==> src/rtl/voice_mixer.sv <==
// voice_mixer: multi-voice gain-ramped sample mixer producing one saturated PWM sample per frame
//   clk_in             - the only clock
//   rst_in             - asynchronous active-low reset
//   voice_on_in        - per-voice active flags, snapshotted at each frame tick
//   sample_in          - per-voice offset-binary samples, voice i at [i*SAMPLE_W +: SAMPLE_W]
//   vel_load_in        - one-cycle strobe writing vel_in into target[vel_index_in]
//   vel_index_in       - voice addressed by vel_load_in (out-of-range indices ignored)
//   vel_in             - target gain 0..255
//   clip_clr_in        - clears clip_out (a simultaneous clip event wins)
//   pwm_data_out       - mixed offset-binary sample, held between updates
//   pwm_data_ready_out - one-cycle pulse when pwm_data_out updates
//   busy_out           - high while a frame is being accumulated, scaled or output
//   clip_out           - sticky saturation flag
//   state_out          - FSM state (IDLE=0, ACCUM=1, SCALE=2, OUTPUT=3)
module voice_mixer #(
    parameter int NUM_VOICES    = 8,
    parameter int SAMPLE_W      = 8,
    parameter int SAMPLE_PERIOD = 4536,
    parameter int ATTEN_SHIFT   = 2,
    parameter int RAMP_STEP     = 4
) (
    input  logic                                            clk_in,
    input  logic                                            rst_in,
    input  logic [NUM_VOICES-1:0]                           voice_on_in,
    input  logic [NUM_VOICES*SAMPLE_W-1:0]                  sample_in,
    input  logic                                            vel_load_in,
    input  logic [(NUM_VOICES > 1 ? $clog2(NUM_VOICES) : 1)-1:0] vel_index_in,
    input  logic [7:0]                                      vel_in,
    input  logic                                            clip_clr_in,
    output logic [SAMPLE_W-1:0]                             pwm_data_out,
    output logic                                            pwm_data_ready_out,
    output logic                                            busy_out,
    output logic                                            clip_out,
    output logic [1:0]                                      state_out
);
    localparam int IDX_W  = NUM_VOICES > 1 ? $clog2(NUM_VOICES) : 1;
    localparam int ACC_W  = SAMPLE_W + 9 + $clog2(NUM_VOICES);
    localparam int CNT_W  = $clog2(SAMPLE_PERIOD);
    localparam int STEP_C = RAMP_STEP > 255 ? 255 : RAMP_STEP;
    localparam logic [7:0] STEP = STEP_C[7:0];
    localparam logic [IDX_W:0] NV = (IDX_W + 1)'(NUM_VOICES);
    localparam logic [SAMPLE_W-1:0] MID = SAMPLE_W'(2 ** (SAMPLE_W - 1));
    localparam logic signed [ACC_W-1:0] MID_S = ACC_W'(2 ** (SAMPLE_W - 1));
    localparam logic signed [ACC_W-1:0] MAX_S = ACC_W'(2 ** SAMPLE_W - 1);
    localparam logic [1:0] IDLE = 2'd0, ACCUM = 2'd1, SCALE = 2'd2, OUTPUT = 2'd3;

    logic [1:0]                  state;
    logic [CNT_W-1:0]            cnt;
    logic                        tick;
    logic [NUM_VOICES-1:0]       snap;
    logic [IDX_W-1:0]            idx;
    logic signed [ACC_W-1:0]     acc;
    logic [SAMPLE_W-1:0]         mix_q;
    logic [7:0]                  gain [NUM_VOICES];
    logic [7:0]                  target [NUM_VOICES];
    logic [7:0]                  g_cur, t_cur, g_use, g_next, diff;
    logic [SAMPLE_W-1:0]         smp;
    logic signed [SAMPLE_W-1:0]  centered;
    logic signed [SAMPLE_W+8:0]  prod;
    logic signed [ACC_W-1:0]     mix;
    logic                        sat_lo, sat_hi;
    logic [SAMPLE_W-1:0]         mix_sat;

    assign tick      = cnt == CNT_W'(SAMPLE_PERIOD - 1);
    assign busy_out  = state != IDLE;
    assign state_out = state;

    assign g_cur = gain[idx];
    assign t_cur = target[idx];
    // With no ramp the gain tracks the target outright, so the target is used directly
    assign g_use  = RAMP_STEP == 0 ? t_cur : g_cur;
    assign diff   = t_cur > g_cur ? t_cur - g_cur : g_cur - t_cur;
    assign g_next = (RAMP_STEP == 0 || diff <= STEP) ? t_cur : t_cur > g_cur ? g_cur + STEP : g_cur - STEP;
    // Flipping the MSB of an offset-binary sample yields its two's-complement centred value
    assign smp      = sample_in[idx*SAMPLE_W +: SAMPLE_W];
    assign centered = smp ^ MID;
    assign prod     = $signed({1'b0, g_use}) * centered;

    assign mix     = (acc >>> (7 + ATTEN_SHIFT)) + MID_S;
    assign sat_lo  = mix < 0;
    assign sat_hi  = mix > MAX_S;
    assign mix_sat = sat_lo ? '0 : sat_hi ? '1 : mix[SAMPLE_W-1:0];

    always_ff @(posedge clk_in or negedge rst_in) begin
        if (!rst_in) begin
            state              <= IDLE;
            cnt                <= '0;
            snap               <= '0;
            idx                <= '0;
            acc                <= '0;
            mix_q              <= MID;
            pwm_data_out       <= MID;
            pwm_data_ready_out <= 1'b0;
            clip_out           <= 1'b0;
        end else begin
            cnt                <= tick ? '0 : cnt + 1'b1;
            pwm_data_ready_out <= state == OUTPUT;
            clip_out           <= (state == SCALE && (sat_lo || sat_hi)) ? 1'b1 : clip_clr_in ? 1'b0 : clip_out;
            case (state)
                IDLE: if (tick) begin
                    snap  <= voice_on_in;
                    acc   <= '0;
                    idx   <= '0;
                    state <= ACCUM;
                end
                ACCUM: begin
                    acc   <= snap[idx] ? acc + ACC_W'(prod) : acc;
                    idx   <= idx + 1'b1;
                    state <= idx == IDX_W'(NUM_VOICES - 1) ? SCALE : ACCUM;
                end
                SCALE: begin
                    mix_q <= mix_sat;
                    state <= OUTPUT;
                end
                default: begin
                    pwm_data_out <= mix_q;
                    state        <= IDLE;
                end
            endcase
        end
    end

    // A target written during a voice's own ACCUM step lands after this edge, so the ramp sees the old one
    always_ff @(posedge clk_in or negedge rst_in) begin
        if (!rst_in) begin
            for (int i = 0; i < NUM_VOICES; i++) begin
                gain[i]   <= 8'd0;
                target[i] <= 8'd0;
            end
        end else begin
            if (vel_load_in && {1'b0, vel_index_in} < NV) target[vel_index_in] <= vel_in;
            if (state == ACCUM) gain[idx] <= snap[idx] ? g_next : 8'd0;
        end
    end
endmodule

==> config.mk <==
export PLATFORM = sky130hd
export DESIGN_NAME = voice_mixer
export DESIGN_NICKNAME = d
export VERILOG_FILES = /design/src/rtl/voice_mixer.sv
export SDC_FILE = /design/constraint.sdc
export NUM_CORES = 1
export LEC_CHECK = 0
export ABC_CLOCK_PERIOD_IN_PS = 9900
export BUFFER_PORTS_ARGS = -buffer_cell sky130_fd_sc_hd__buf_2
export CAP_MARGIN = 20
export CORE_MARGIN = 1.5
export CORE_UTILIZATION = 45
export DETAILED_ROUTE_END_ITERATION = 7
export GPL_TIMING_DRIVEN = 1
export PLACE_DENSITY = 0.69
export SETUP_SLACK_MARGIN = 0.5
export SYNTH_ARGS = -nofsm -noshare
export SYNTH_HDL_FRONTEND = slang
export SYNTH_SLANG_ARGS = --single-unit
==> constraint.sdc <==
create_clock -name clk_in -period 9.9 [get_ports clk_in]
set_input_delay 1.485 -clock clk_in [delete_from_list [all_inputs] [get_ports clk_in]]
set_output_delay 1.485 -clock clk_in [all_outputs]
set_load 0.1 [all_outputs]
==> impl_summary.log, run 1 <==
[metrics] clk buf depth: 2
[metrics] arrival time at the worst endpoint: roughly 7.9 ns
[metrics] actual transition at the worst max-transition pin: ~0.96 ns
[metrics] Pins Over Slew Limit: 0
[metrics] dpl cell area: 0.0136 mm²
[metrics] share of the yosys chip area belonging to registers: between 30% and 40%
[metrics] cell taking the most area after synthesis: sky130_fd_sc_hd__dfrtp_1
[metrics] count of cell instances traversed by the critical path: 22
[metrics] launching element type of the critical path: register
[metrics] clock tree from TritonCTS: done
[metrics] HPWL after detailed placement: roughly 20 mm
[metrics] root buf cell: sky130_fd_sc_hd__clkbuf_16
[metrics] Layout Cell Area excl Fill: 0.0142 mm²
[metrics] DRC violation total after the first TritonRoute iteration: 471
[metrics] Final GP Congestion: roughly 0.89
[metrics] number of synthesized flops with an enable pin: 0
[metrics] number of cells in the finished layout apart from fillers: between 1500 and 2000
[metrics] Critical path buffers and inverters: 5
[metrics] period utilisation layout: between 70% and 80%
[metrics] power density over cell area: 137 mW/mm²
[metrics] number of buffers inserted by hold repair at cts: 0
[metrics] Final Critical Period: between 7 and 8 ns
[metrics] combined area of the multi-input logic cells: about 0.0073 mm²
[metrics] width of the die: about 170 µm
[metrics] sum of routed wire length over all layers: 28.2 mm
[metrics] met2 track utilization from global routing: approximately 34%
[metrics] met3 routing resource usage after global routing: ~2.9%
[metrics] total die area: 0.0294 mm²
[metrics] setup repair after global routing missed its margin: false
[metrics] Synth area leaders: sky130_fd_sc_hd__dfrtp_1 (37%), sky130_fd_sc_hd__mux2_2 (9.1%), sky130_fd_sc_hd__mux4_2 (8.8%)
[metrics] kind of cell adding the most delay to the critical path: adder cells
[metrics] core utilization of the finished layout: around half
[metrics] Mapped Cells: 1133
[metrics] Worst Setup Path Type: reg -> reg
[metrics] number of buffers inserted by post-CTS setup repair: 0
[metrics] Clk pin slew, worst setup/hold paths: about 0.08 ns
[metrics] worst-skew pair later-pin latency: 0.44 ns
[metrics] synthesis-to-layout area growth: 11.2%
[metrics] H-tree Lvls: 4
[metrics] initial core utilization: 45.8%
[metrics] leakage power figure: 6.68 nW
[metrics] Max stage delay on crit path: approximately 0.88 ns
[metrics] quantity of gates resized following cts: 0
[metrics] final count of hold timing violations: 0
[metrics] path category of the worst min-delay check: reg -> reg
[metrics] post-layout net count: 1450
[metrics] Routed WL per cell: between 15 and 20 µm
[metrics] setup-violating endpoint count in the final report: 0
[metrics] pin count of the biggest net entering global routing: 70
[metrics] Most common cell on crit path: sky130_fd_sc_hd__fa_1
[metrics] Die Span Y: 171 µm
[metrics] number of antenna violations at the first check in global routing: 1
[metrics] Post-synth top cells: sky130_fd_sc_hd__dfrtp_1 (190), sky130_fd_sc_hd__nor2_1 (106), sky130_fd_sc_hd__inv_1 (105), sky130_fd_sc_hd__mux2_2 (103), sky130_fd_sc_hd__nand2_1 (91)
[metrics] async set or reset register ratio after synthesis: between 90% and 100%
[metrics] count of yosys warnings during synthesis: 0
[metrics] most instantiated library cell after synthesis: sky130_fd_sc_hd__dfrtp_1
[metrics] GRT Overall Usage: 20.3%
[metrics] Clock Skews: between 0.015 and 0.02 ns
[metrics] Filler Cells Inserted: between 2000 and 2500
[metrics] peak ir drop on the vdd network: ~110 µV
[metrics] Worst setup EP type: register
[metrics] Boundary Pins: 100
[metrics] Remaining DRCs: 0
[metrics] number of nets still failing antenna checks after routing: 0
[metrics] PnR Total Power: just under 2 mW
[metrics] worst-case reg-to-reg path depth: 22
[metrics] routing layer with the top usage in global route: met2
[metrics] via count of the routed design: 8692
[metrics] share of post-route cells with drive strength above 1: 26.5%
[metrics] Primary FF master, synth: sky130_fd_sc_hd__dfrtp_1
[metrics] FF-to-FF Start: idx[2]
[metrics] setup total negative slack: 0 ns
[metrics] Avg Cell Area, Syn: ~11 µm²
[metrics] launch point of the worst hold path: cnt[0]
[metrics] # Max-Cap Violations: 0
[metrics] start point of the critical path: idx[2]
[metrics] detail-routed via count per cell: 5.38
[metrics] number of placed instances, taps included: 1584
[metrics] critical path fanouts, max: 33
[metrics] Yosys reg bits: ~190
[metrics] input/output buffers: just under 100
[metrics] net count after synthesis: ~1400
[metrics] cell with the biggest individual delay on the critical path: sky130_fd_sc_hd__dfrtp_2
[metrics] post-synthesis cell type count: 60
[metrics] antenna cells: 0
[metrics] combined area of all synthesized cells: approximately 0.013 mm²
[metrics] Core Footprint: 0.0279 mm²
[metrics] DRT Pass-1 Iters: 4
[metrics] achievable clock frequency: around 0.13 GHz
[metrics] global-route wire length before repair: roughly 46 mm
[metrics] standard-cell row count: 61
[metrics] worst slew slack as a fraction of its limit: between 30% and 40%
[metrics] sink count of the clock tree: roughly 190
[metrics] cell chain of the critical path: buf_4 > mux4_2 > mux2i_1 > inv_1 > nand2_1 > fa_1 > inv_1 > fa_1 > fa_1 > fa_1 > inv_1 > fa_1 > inv_1 > ha_1 > and2_1 > a311o_1 > o2111ai_1 > a31oi_1 > or4_1 > a31oi_1 > xnor2_1 > o21ai_1
[metrics] data required time of the worst path: just over 10 ns
[metrics] register area: approximately 0.0048 mm²
[metrics] area fraction of the dominant cell type after synthesis: a little under two fifths
[metrics] Worst Hold Depth: 1
[metrics] result of the run: finished clean
[metrics] met1 Resource Use GR: between 20% and 30%
[metrics] grt ovf: 0
[metrics] cts bufs inserted: 17
[metrics] via count of the first global-routing pass: 9008
[stage by stage]
| stage | worst slack [ns] | hold slack (ns) |
|---|---|---|
| final | 2.32 | 0.466 |
| after detailed placement | 2.06 | 0.458 |
| after floorplan | 2.57 | 0.433 |
| after global routing | 1.92 | 0.502 |
| after CTS | 2.29 | 0.468 |
| after global placement | 2.11 | 0.447 |
[routing by layer]
layer  part of all wire [%]  wire, µm
met1                     46     13000
met5                  0.046        13
met2                     49     13700
met3                    3.5       990
met4                    1.5       429
[registers in the layout, summed over array words and instances (netlist names)]
signal,cells
clip_out,1
acc,20
mix_q,8
state_out,2
cnt,13
pwm_data_ready_out,1
idx,3
snap,8
gain,64
pwm_data_out,8
target,64
[placed cells by master, fill, tap and decap left out, types with 10 or more instances in the layout]
cell                        netlist  routed
sky130_fd_sc_hd__dfrtp_1        190     187
sky130_fd_sc_hd__nor2_1         106     106
sky130_fd_sc_hd__inv_1          105     105
sky130_fd_sc_hd__mux2_2         103     103
sky130_fd_sc_hd__buf_2            8      98
sky130_fd_sc_hd__nand2_1         91      91
sky130_fd_sc_hd__ha_1            83      83
sky130_fd_sc_hd__fa_1            54      54
sky130_fd_sc_hd__mux4_2          50      50
sky130_fd_sc_hd__a21oi_1         45      45
sky130_fd_sc_hd__nand3_1         31      31
sky130_fd_sc_hd__o21ai_0         29      29
sky130_fd_sc_hd__o21ai_1         28      28
sky130_fd_sc_hd__mux2i_1         19      19
sky130_fd_sc_hd__xnor2_1         19      19
sky130_fd_sc_hd__xor2_1          18      18
sky130_fd_sc_hd__buf_4            6      18
sky130_fd_sc_hd__clkbuf_16        0      17
sky130_fd_sc_hd__nand2b_1        12      12
sky130_fd_sc_hd__a21o_1          10      10
[path summary, 6_finish.rpt]
path | end | slack [ns]
max | acc[19] | 2.32
min | cnt[0] | 0.47
max reg2reg | acc[19] | 2.32
min reg2reg | cnt[0] | 0.47
max in group asynchronous | gain[57] | 7.56
min in group asynchronous | acc[5] | 1.05
[report_power, final]
part	internal [mW]	switching (mW)
clock network	0.333	0.332
registers	0.845	0.0299
logic	0.199	0.211
[logic make-up after synthesis]
group | count (synthesis) | synth area share [%]
flops | 192 | 37.7
xor+xnor | 37 | 2.54
mux | 183 | 21.2
fa+ha+maj | 137 | 16.6
buf+inv | 149 | 5.25
compound gates | 143 | 6.50
simple gates | 292 | 10.3
[cell type report]
class	count	area share (%)
inverters	105	2.78
repair buffers	118	4.70
multi-input cells	792	51.4
clock inverters	12	0.802
flip-flops and latches	192	33.9
clock buffers	20	3.08
well taps	378	3.33
Note: power is estimated with default switching activity, not from simulation.
==> run 2, diff against run 1 <==
--- a/config.mk
+++ b/config.mk
@@ -5,14 +5,14 @@
 export SDC_FILE = /design/constraint.sdc
 export NUM_CORES = 1
 export LEC_CHECK = 0
-export ABC_CLOCK_PERIOD_IN_PS = 9900
+export ABC_CLOCK_PERIOD_IN_PS = 6300
 export BUFFER_PORTS_ARGS = -buffer_cell sky130_fd_sc_hd__buf_2
 export CAP_MARGIN = 20
 export CORE_MARGIN = 1.5
 export CORE_UTILIZATION = 45
 export DETAILED_ROUTE_END_ITERATION = 7
 export GPL_TIMING_DRIVEN = 1
-export PLACE_DENSITY = 0.69
+export PLACE_DENSITY = 0.71
 export SETUP_SLACK_MARGIN = 0.5
 export SYNTH_ARGS = -nofsm -noshare
 export SYNTH_HDL_FRONTEND = slang
==> constraint.sdc (replaced) <==
create_clock -name clk_in -period 6.3 [get_ports clk_in]
set_input_delay 0.945 -clock clk_in [delete_from_list [all_inputs] [get_ports clk_in]]
set_output_delay 0.945 -clock clk_in [all_outputs]
set_load 0.1 [all_outputs]
==> run 2 against run 1 <==
- flip-flop and latch count unchanged
- core utilization increased by 3.2 points
- maximum frequency is 22% higher
- clock power up 64%
- wire length increased by 6.0%
- largest power group unchanged
- via count is 4.2% higher
- worst hold slack got worse by 0.033 ns
- sequential share of layout area shrank 2.0 points
- die area did not move
==> impl_summary.log, run 2 (synthesis results as in run 1) <==
[metrics] Max stage delay on crit path: 0.57 ns
[metrics] setup repair after global routing missed its margin: true
[metrics] Die Span Y: roughly 170 µm
[metrics] width of the die: between 150 and 200 µm
[metrics] actual transition at the worst max-transition pin: roughly 0.94 ns
[metrics] combined area of the multi-input logic cells: 0.00753 mm²
[metrics] commonest non-fill, non-tap cell in the layout: sky130_fd_sc_hd__dfrtp_1
[metrics] critical path fanouts, max: 7
[metrics] root buf cell: sky130_fd_sc_hd__clkbuf_16
[metrics] Core Footprint: ~0.028 mm²
[metrics] total die area: slightly below 0.03 mm²
[metrics] clock tree from TritonCTS: done
[metrics] sum of routed wire length over all layers: 29.8 mm
[metrics] global-route wire length before repair: between 40 and 50 mm
[metrics] cell with the biggest individual delay on the critical path: sky130_fd_sc_hd__fa_1
[metrics] worst slew slack as a fraction of its limit: 36.7%
[metrics] DRC violation total after the first TritonRoute iteration: approximately 500
[metrics] H-tree Lvls: 4
[metrics] Routed WL per cell: between 15 and 20 µm
[metrics] register area: about 0.0048 mm²
[metrics] result of the run: finished clean
[metrics] Worst Setup Path Type: reg -> reg
[metrics] pin count of the biggest net entering global routing: 90
[metrics] sink count of the clock tree: ~190
[metrics] Worst setup EP type: register
[metrics] clk buf depth: 2
[metrics] final count of hold timing violations: 0
[metrics] Boundary Pins: 100
[metrics] achievable clock frequency: ~0.16 GHz
[metrics] Layout Cell Area excl Fill: roughly 0.015 mm²
[metrics] HPWL after detailed placement: between 20 and 25 mm
[metrics] initial core utilization: a little under half
[metrics] power density over cell area: 210 mW/mm²
[metrics] setup-violating endpoint count in the final report: 0
[metrics] # Max-Cap Violations: 0
[metrics] number of antenna violations at the first check in global routing: 0
[metrics] number of nets still failing antenna checks after routing: 0
[metrics] arrival time at the worst endpoint: between 6 and 7 ns
[metrics] largest registers: gain x64, target x64, acc x20
[metrics] path category of the worst min-delay check: in -> async
[metrics] post-layout net count: ~1500
[metrics] Most common cell on crit path: sky130_fd_sc_hd__fa_1
[metrics] Final GP Congestion: around 0.9
[metrics] grt ovf: 0
[metrics] leading cell types in the layout, fill and taps excluded: sky130_fd_sc_hd__dfrtp_1 (187), sky130_fd_sc_hd__nor2_1 (104), sky130_fd_sc_hd__mux2_2 (102)
[metrics] launching element type of the critical path: register
[metrics] peak ir drop on the vdd network: roughly 170 µV
[metrics] number of buffers inserted by hold repair at cts: 0
[metrics] via count of the routed design: about 9000
[metrics] cts bufs inserted: 17
[metrics] input/output buffers: around 100
[metrics] DRT Pass-1 Iters: 6
[metrics] Final Critical Period: 6.21 ns
[metrics] detail-routed via count per cell: between 5 and 6
[metrics] antenna cells: 0
[metrics] data required time of the worst path: between 6 and 7 ns
[metrics] leakage power figure: about 7.1 nW
[metrics] Clk pin slew, worst setup/hold paths: ~0.08 ns
[metrics] Remaining DRCs: 0
[metrics] synthesis-to-layout area growth: 18.2%
[metrics] dpl cell area: around 0.014 mm²
[metrics] period utilisation layout: a little over nine tenths
[metrics] Clock Skews: 0.0183 ns
[metrics] cell chain of the critical path: buf_12 > mux4_2 > mux2i_4 > nor2_2 > fa_1 > inv_2 > fa_1 > inv_2 > fa_1 > fa_1 > inv_1 > fa_1 > inv_2 > ha_4 > and2_4 > a311o_1 > o2111ai_2 > a31oi_1 > or4_4 > a31oi_4 > xnor2_1 > o21ai_1
[metrics] setup total negative slack: 0 ns
[metrics] Filler Cells Inserted: roughly 2300
[metrics] share of post-route cells with drive strength above 1: approximately 33%
[metrics] worst-skew pair later-pin latency: around 0.45 ns
[metrics] via count of the first global-routing pass: 9275
[metrics] GRT Overall Usage: between 20 and 25%
[metrics] standard-cell row count: roughly 60
[metrics] Pins Over Slew Limit: 0
[run 2: final timing paths]
kind	from	endpoint	slack, ns	cells after the start
min	rst_in	cnt[8]	0.43	1
max reg2reg	idx[0]	acc[19]	0.09	22
max	idx[0]	acc[19]	0.09	22
max in group asynchronous	rst_in	idx[0]	4.72	2
min in group clk_in	cnt[0]	cnt[0]	0.46	1
min reg2reg	cnt[0]	cnt[0]	0.46	1
[run 2: what timing repair did]
item	4_1_cts	5_1_grt
setup buffers	9	6
pin swaps	9	8
endpoints found under the setup margin	9	11
resized for setup	13	11
cloned	1	0
[run 2: final cells by class]
class / instances / share of cell area, %
Clock buffer: 17 / 2.82
Timing Repair Buffer: 181 / 8.48
Clock inverter: 15 / 1.09
Inverter: 105 / 2.61
Sequential cell: 192 / 31.9
Multi-Input combinational cell: 792 / 49.9
Tap cell: 378 / 3.14
[run 2: worst max-delay path, delay by kind of cell, from the launching register on]
kind | cells | cell delay (ns)
AOI/OAI and AO/OA | 5 | 0.85
xor gates and xnor gates | 1 | 0.14
adders and majority gates | 6 | 2.86
buffers and inverters | 5 | 0.33
DFF | 1 | 0.48
muxes | 2 | 0.77
and+or+nand+nor | 3 | 0.68
[run 2: through the flow]
stage / power (mW) / hold slack, ns / cells / utilization (%) / setup WS (ns)
after floorplan: 1.89 / 0.433 / 1133 / - / -0.0234
after global placement: 2.05 / 0.446 / 1630 / 50.9 / -0.262
after detailed placement: 2.07 / 0.451 / 1630 / 50.9 / -0.372
after CTS: 3.17 / 0.439 / 1672 / 53.6 / 0.0463
after global routing: 3.33 / 0.460 / 1680 / 54.1 / -0.120
final: 3.17 / 0.433 / 1680 / 54.1 / 0.0881
[run 2: layer usage]
layer,routed length (µm),vias up,GRT usage (%)
li1,-,4238,-
met1,13300,4581,28.0
met2,14600,190,35.7
met3,1130,50,3.84
met4,787,0,8.09
met5,0,-,0
[run 2: power breakdown]
group          switching (mW)  internal (mW)  leakage, nW
logic                   0.364          0.344         4.38
clock network           0.552          0.533        0.283
registers              0.0479           1.33         2.41
total                   0.964           2.20         7.07
==> run 3, diff against run 2 <==
--- a/config.mk
+++ b/config.mk
@@ -5,6 +5,7 @@
 export SDC_FILE = /design/constraint.sdc
 export NUM_CORES = 1
 export LEC_CHECK = 0
+export ABC_AREA = 1
 export ABC_CLOCK_PERIOD_IN_PS = 6300
 export BUFFER_PORTS_ARGS = -buffer_cell sky130_fd_sc_hd__buf_2
 export CAP_MARGIN = 20
@@ -14,6 +15,7 @@
 export GPL_TIMING_DRIVEN = 1
 export PLACE_DENSITY = 0.71
 export SETUP_SLACK_MARGIN = 0.5
+export SLEW_MARGIN = 20
 export SYNTH_ARGS = -nofsm -noshare
 export SYNTH_HDL_FRONTEND = slang
 export SYNTH_SLANG_ARGS = --single-unit
==> run 3 against run 2 <==
- final cell count increased by 34%
- sequential power about the same
- sequential share of layout area decreased by 0.76 points
- critical path depth decreased by 2
- first-iteration DRC count increased by 110%
- final area increased by 2.4%
- register-to-register slack improved by 0.60 ns
- clock power about the same
- flip-flop and latch count unchanged
- critical endpoint is now acc[13]
==> impl_summary.log, run 3 <==
[metrics] result of the run: finished clean
[metrics] Clock Skews: around 0.017 ns
[metrics] path category of the worst min-delay check: reg -> reg
[metrics] clock tree from TritonCTS: done
[metrics] number of synthesized flops with an enable pin: 0
[metrics] GRT Overall Usage: about a quarter
[metrics] area fraction in and, or, nand and nor cells after synthesis: between 20% and 30%
[metrics] worst-skew pair later-pin latency: 0.44 ns
[metrics] leading cell types in the layout, fill and taps excluded: sky130_fd_sc_hd__nand2_1 (410), sky130_fd_sc_hd__nor2_1 (220), sky130_fd_sc_hd__inv_1 (209)
[metrics] global-route wire length before repair: about 60 mm
[metrics] power density over cell area: 206 mW/mm²
[metrics] sink count of the clock tree: approximately 190
[metrics] Core Footprint: 0.0289 mm²
[metrics] share of the yosys chip area belonging to registers: 36.0%
[metrics] count of yosys warnings during synthesis: 0
[metrics] cell taking the most area after synthesis: sky130_fd_sc_hd__dfrtp_1
[metrics] xor/xnor cell area share of the yosys netlist: between 1 and 1.5%
[metrics] Primary FF master, synth: sky130_fd_sc_hd__dfrtp_1
[metrics] standard-cell row count: 62
[metrics] width of the die: approximately 180 µm
[metrics] cell chain of the critical path: buf_8 > nand2_1 > nand3_1 > nand2_1 > nor2_1 > buf_4 > nor2_1 > fa_1 > fa_1 > fa_1 > fa_1 > ha_1 > ha_4 > a21o_1 > o21bai_1 > nand2_1 > o2111ai_2 > or2_2 > nand3_1 > o21ai_1
[metrics] Clk pin slew, worst setup/hold paths: roughly 0.070 ns
[metrics] period utilisation layout: about nine tenths
[metrics] net count after synthesis: slightly below 2000
[metrics] largest registers: gain x64, target x64, acc x20
[metrics] synthesis-to-layout area growth: 15.7%
[metrics] post-synthesis cell type count: 48
[metrics] cts bufs inserted: 17
[metrics] final count of hold timing violations: 0
[metrics] worst hold slack: 0.479 ns
[metrics] core utilization of the finished layout: 53.4%
[metrics] number of antenna violations at the first check in global routing: 0
[metrics] Boundary Pins: 100
[metrics] Worst Setup Path Type: reg -> reg
[metrics] commonest non-fill, non-tap cell in the layout: sky130_fd_sc_hd__nand2_1
[metrics] pin count of the biggest net entering global routing: 95
[metrics] root buf cell: sky130_fd_sc_hd__clkbuf_16
[metrics] leakage power figure: between 7 and 8 nW
[metrics] DRT Pass-1 Iters: 7
[metrics] most instantiated library cell after synthesis: sky130_fd_sc_hd__nand2_1
[metrics] initial core utilization: 46.2%
[metrics] launching element type of the critical path: register
[metrics] Final Critical Period: around 5.6 ns
[metrics] arrival time at the worst endpoint: ~5.9 ns
[metrics] final critical-path setup slack: slightly below 0.7 ns
[metrics] Most common cell on crit path: sky130_fd_sc_hd__fa_1
[metrics] Max stage delay on crit path: 0.55 ns
[metrics] area fraction of the dominant cell type after synthesis: 35.6%
[metrics] worst slew slack as a fraction of its limit: a little under half
[metrics] setup-violating endpoint count in the final report: 0
[metrics] setup repair after global routing missed its margin: true
[metrics] Final GP Congestion: between 0.9 and 1
[metrics] critical path fanouts, max: 40
[metrics] HPWL after detailed placement: between 20 and 30 mm
[metrics] clk buf depth: 2
[metrics] adder-cell share of the synthesized area: 15.9%
[metrics] proportion of synthesized area in mux cells: 0%
[metrics] number of nets still failing antenna checks after routing: 0
[metrics] Worst setup EP type: register
[metrics] Remaining DRCs: 0
[metrics] data required time of the worst path: about 6.6 ns
[metrics] combined area of all synthesized cells: 0.0134 mm²
[metrics] sum of routed wire length over all layers: approximately 37 mm
[metrics] Critical path buffers and inverters: 2
[metrics] H-tree Lvls: 4
[metrics] kind of cell adding the most delay to the critical path: adder cells
[metrics] Yosys reg bits: ~190
[metrics] antenna cells: 0
[metrics] peak ir drop on the vdd network: 191 µV
[metrics] input/output buffers: 99
[metrics] number of buffers inserted by hold repair at cts: 0
[metrics] number of cells in the finished layout apart from fillers: ~2300
[metrics] cell with the biggest individual delay on the critical path: sky130_fd_sc_hd__dfrtp_4
[metrics] Post-synth top cells: sky130_fd_sc_hd__nand2_1 (415), sky130_fd_sc_hd__nor2_1 (231), sky130_fd_sc_hd__inv_1 (219), sky130_fd_sc_hd__o21ai_0 (202), sky130_fd_sc_hd__dfrtp_1 (190)
[metrics] via count of the routed design: 12142
[metrics] Filler Cells Inserted: 2704
[metrics] total die area: 0.0307 mm²
[metrics] pre-CTS setup slack: ~0.17 ns
[metrics] DRC violation total after the first TritonRoute iteration: between 1000 and 1500
[metrics] async set or reset register ratio after synthesis: between 90% and 100%
[metrics] main combinational cell family by area after synthesis: simple AND/OR/NAND/NOR gates
[metrics] post-layout net count: 2086
[metrics] Mapped Cells: 1729
[metrics] detail-routed via count per cell: 5.37
[metrics] grt ovf: 0
[metrics] actual transition at the worst max-transition pin: just under 0.8 ns
[metrics] setup total negative slack: 0 ns
[metrics] compound-gate portion of the synthesized area: between 10% and 20%
[metrics] share of post-route cells with drive strength above 1: between 10% and 20%
[metrics] via count of the first global-routing pass: 11548
[metrics] Die Span Y: approximately 180 µm
[metrics] Avg Cell Area, Syn: around 7.7 µm²
[metrics] Pins Over Slew Limit: 0
[metrics] Synth area leaders: sky130_fd_sc_hd__dfrtp_1 (36%), sky130_fd_sc_hd__nand2_1 (12%), sky130_fd_sc_hd__fa_1 (8.1%)
[metrics] number of placed instances, taps included: approximately 2200
[metrics] Routed WL per cell: between 15 and 20 µm
[metrics] achievable clock frequency: 0.178 GHz
[metrics] # Max-Cap Violations: 0
[run 3: logic make-up after synthesis]
group | Yosys count
AOI/OAI and AO/OA | 280
xor gates and xnor gates | 22
adders and majority gates | 137
buffers and inverters | 280
DFF | 192
and+or+nand+nor | 818
[run 3: metrics by stage]
step	power (mW)	area, µm²
after CTS	3.17	15100
after floorplan	1.92	13400
after detailed placement	2.11	14500
final	3.18	15500
after global placement	2.10	14500
after global routing	3.35	15500
[run 3: repair_timing]
item,in CTS,in global routing
endpoints found under the setup margin,8,10
resized for setup,13,63
hold endpoints to repair,0,0
cloned,0,2
pin swaps,3,24
buffers inserted,6,14
[run 3: layout make-up]
type	instances	area (µm²)	share of cell area [%]
multi-input combinational	1257	7630	49.4
sequential	192	4810	31.1
timing repair buffer	165	1070	6.93
inverter	228	876	5.67
tap	384	480	3.11
clock buffer	17	425	2.75
clock inverter	15	145	0.939
timing repair inverter	1	8.76	0.0567
[run 3: layer usage]
metal / GRT usage (%) / share of wire [%] / wire (µm) / vias to the layer above
met5: 0 / 0 / 0 / -
met4: 7.55 / 2.2 / 838 / 0
met3: 3.68 / 6.8 / 2530 / 54
met2: 39.6 / 47 / 17500 / 408
met1: 33.8 / 44 / 16400 / 5834
li1: - / - / - / 5846
[run 3: tightest hold or removal path, cell delays in order (launching register included)]
cell                      delay, ns
sky130_fd_sc_hd__dfrtp_1       0.34
sky130_fd_sc_hd__nand2_1       0.05
sky130_fd_sc_hd__nand2_1       0.05
[run 3: final timing paths]
| check | slack [ns] | startpoint | cells past startpoint | to |
|---|---|---|---|---|
| hold reg to reg | 0.48 | gain[5] | 2 | gain[5] |
| min in group asynchronous | 0.56 | rst_in | 1 | cnt[9] |
| hold / removal | 0.48 | gain[5] | 2 | gain[5] |
| max in group asynchronous | 4.52 | rst_in | 2 | idx[0] |
| setup / recovery | 0.69 | idx[0] | 20 | acc[13] |
| setup reg to reg | 0.69 | idx[0] | 20 | acc[13] |
[run 3: report_power, final]
part           internal (mW)  switching [mW]
Sequential              1.31          0.0372
Clock                  0.526           0.531
Combinational          0.253           0.523
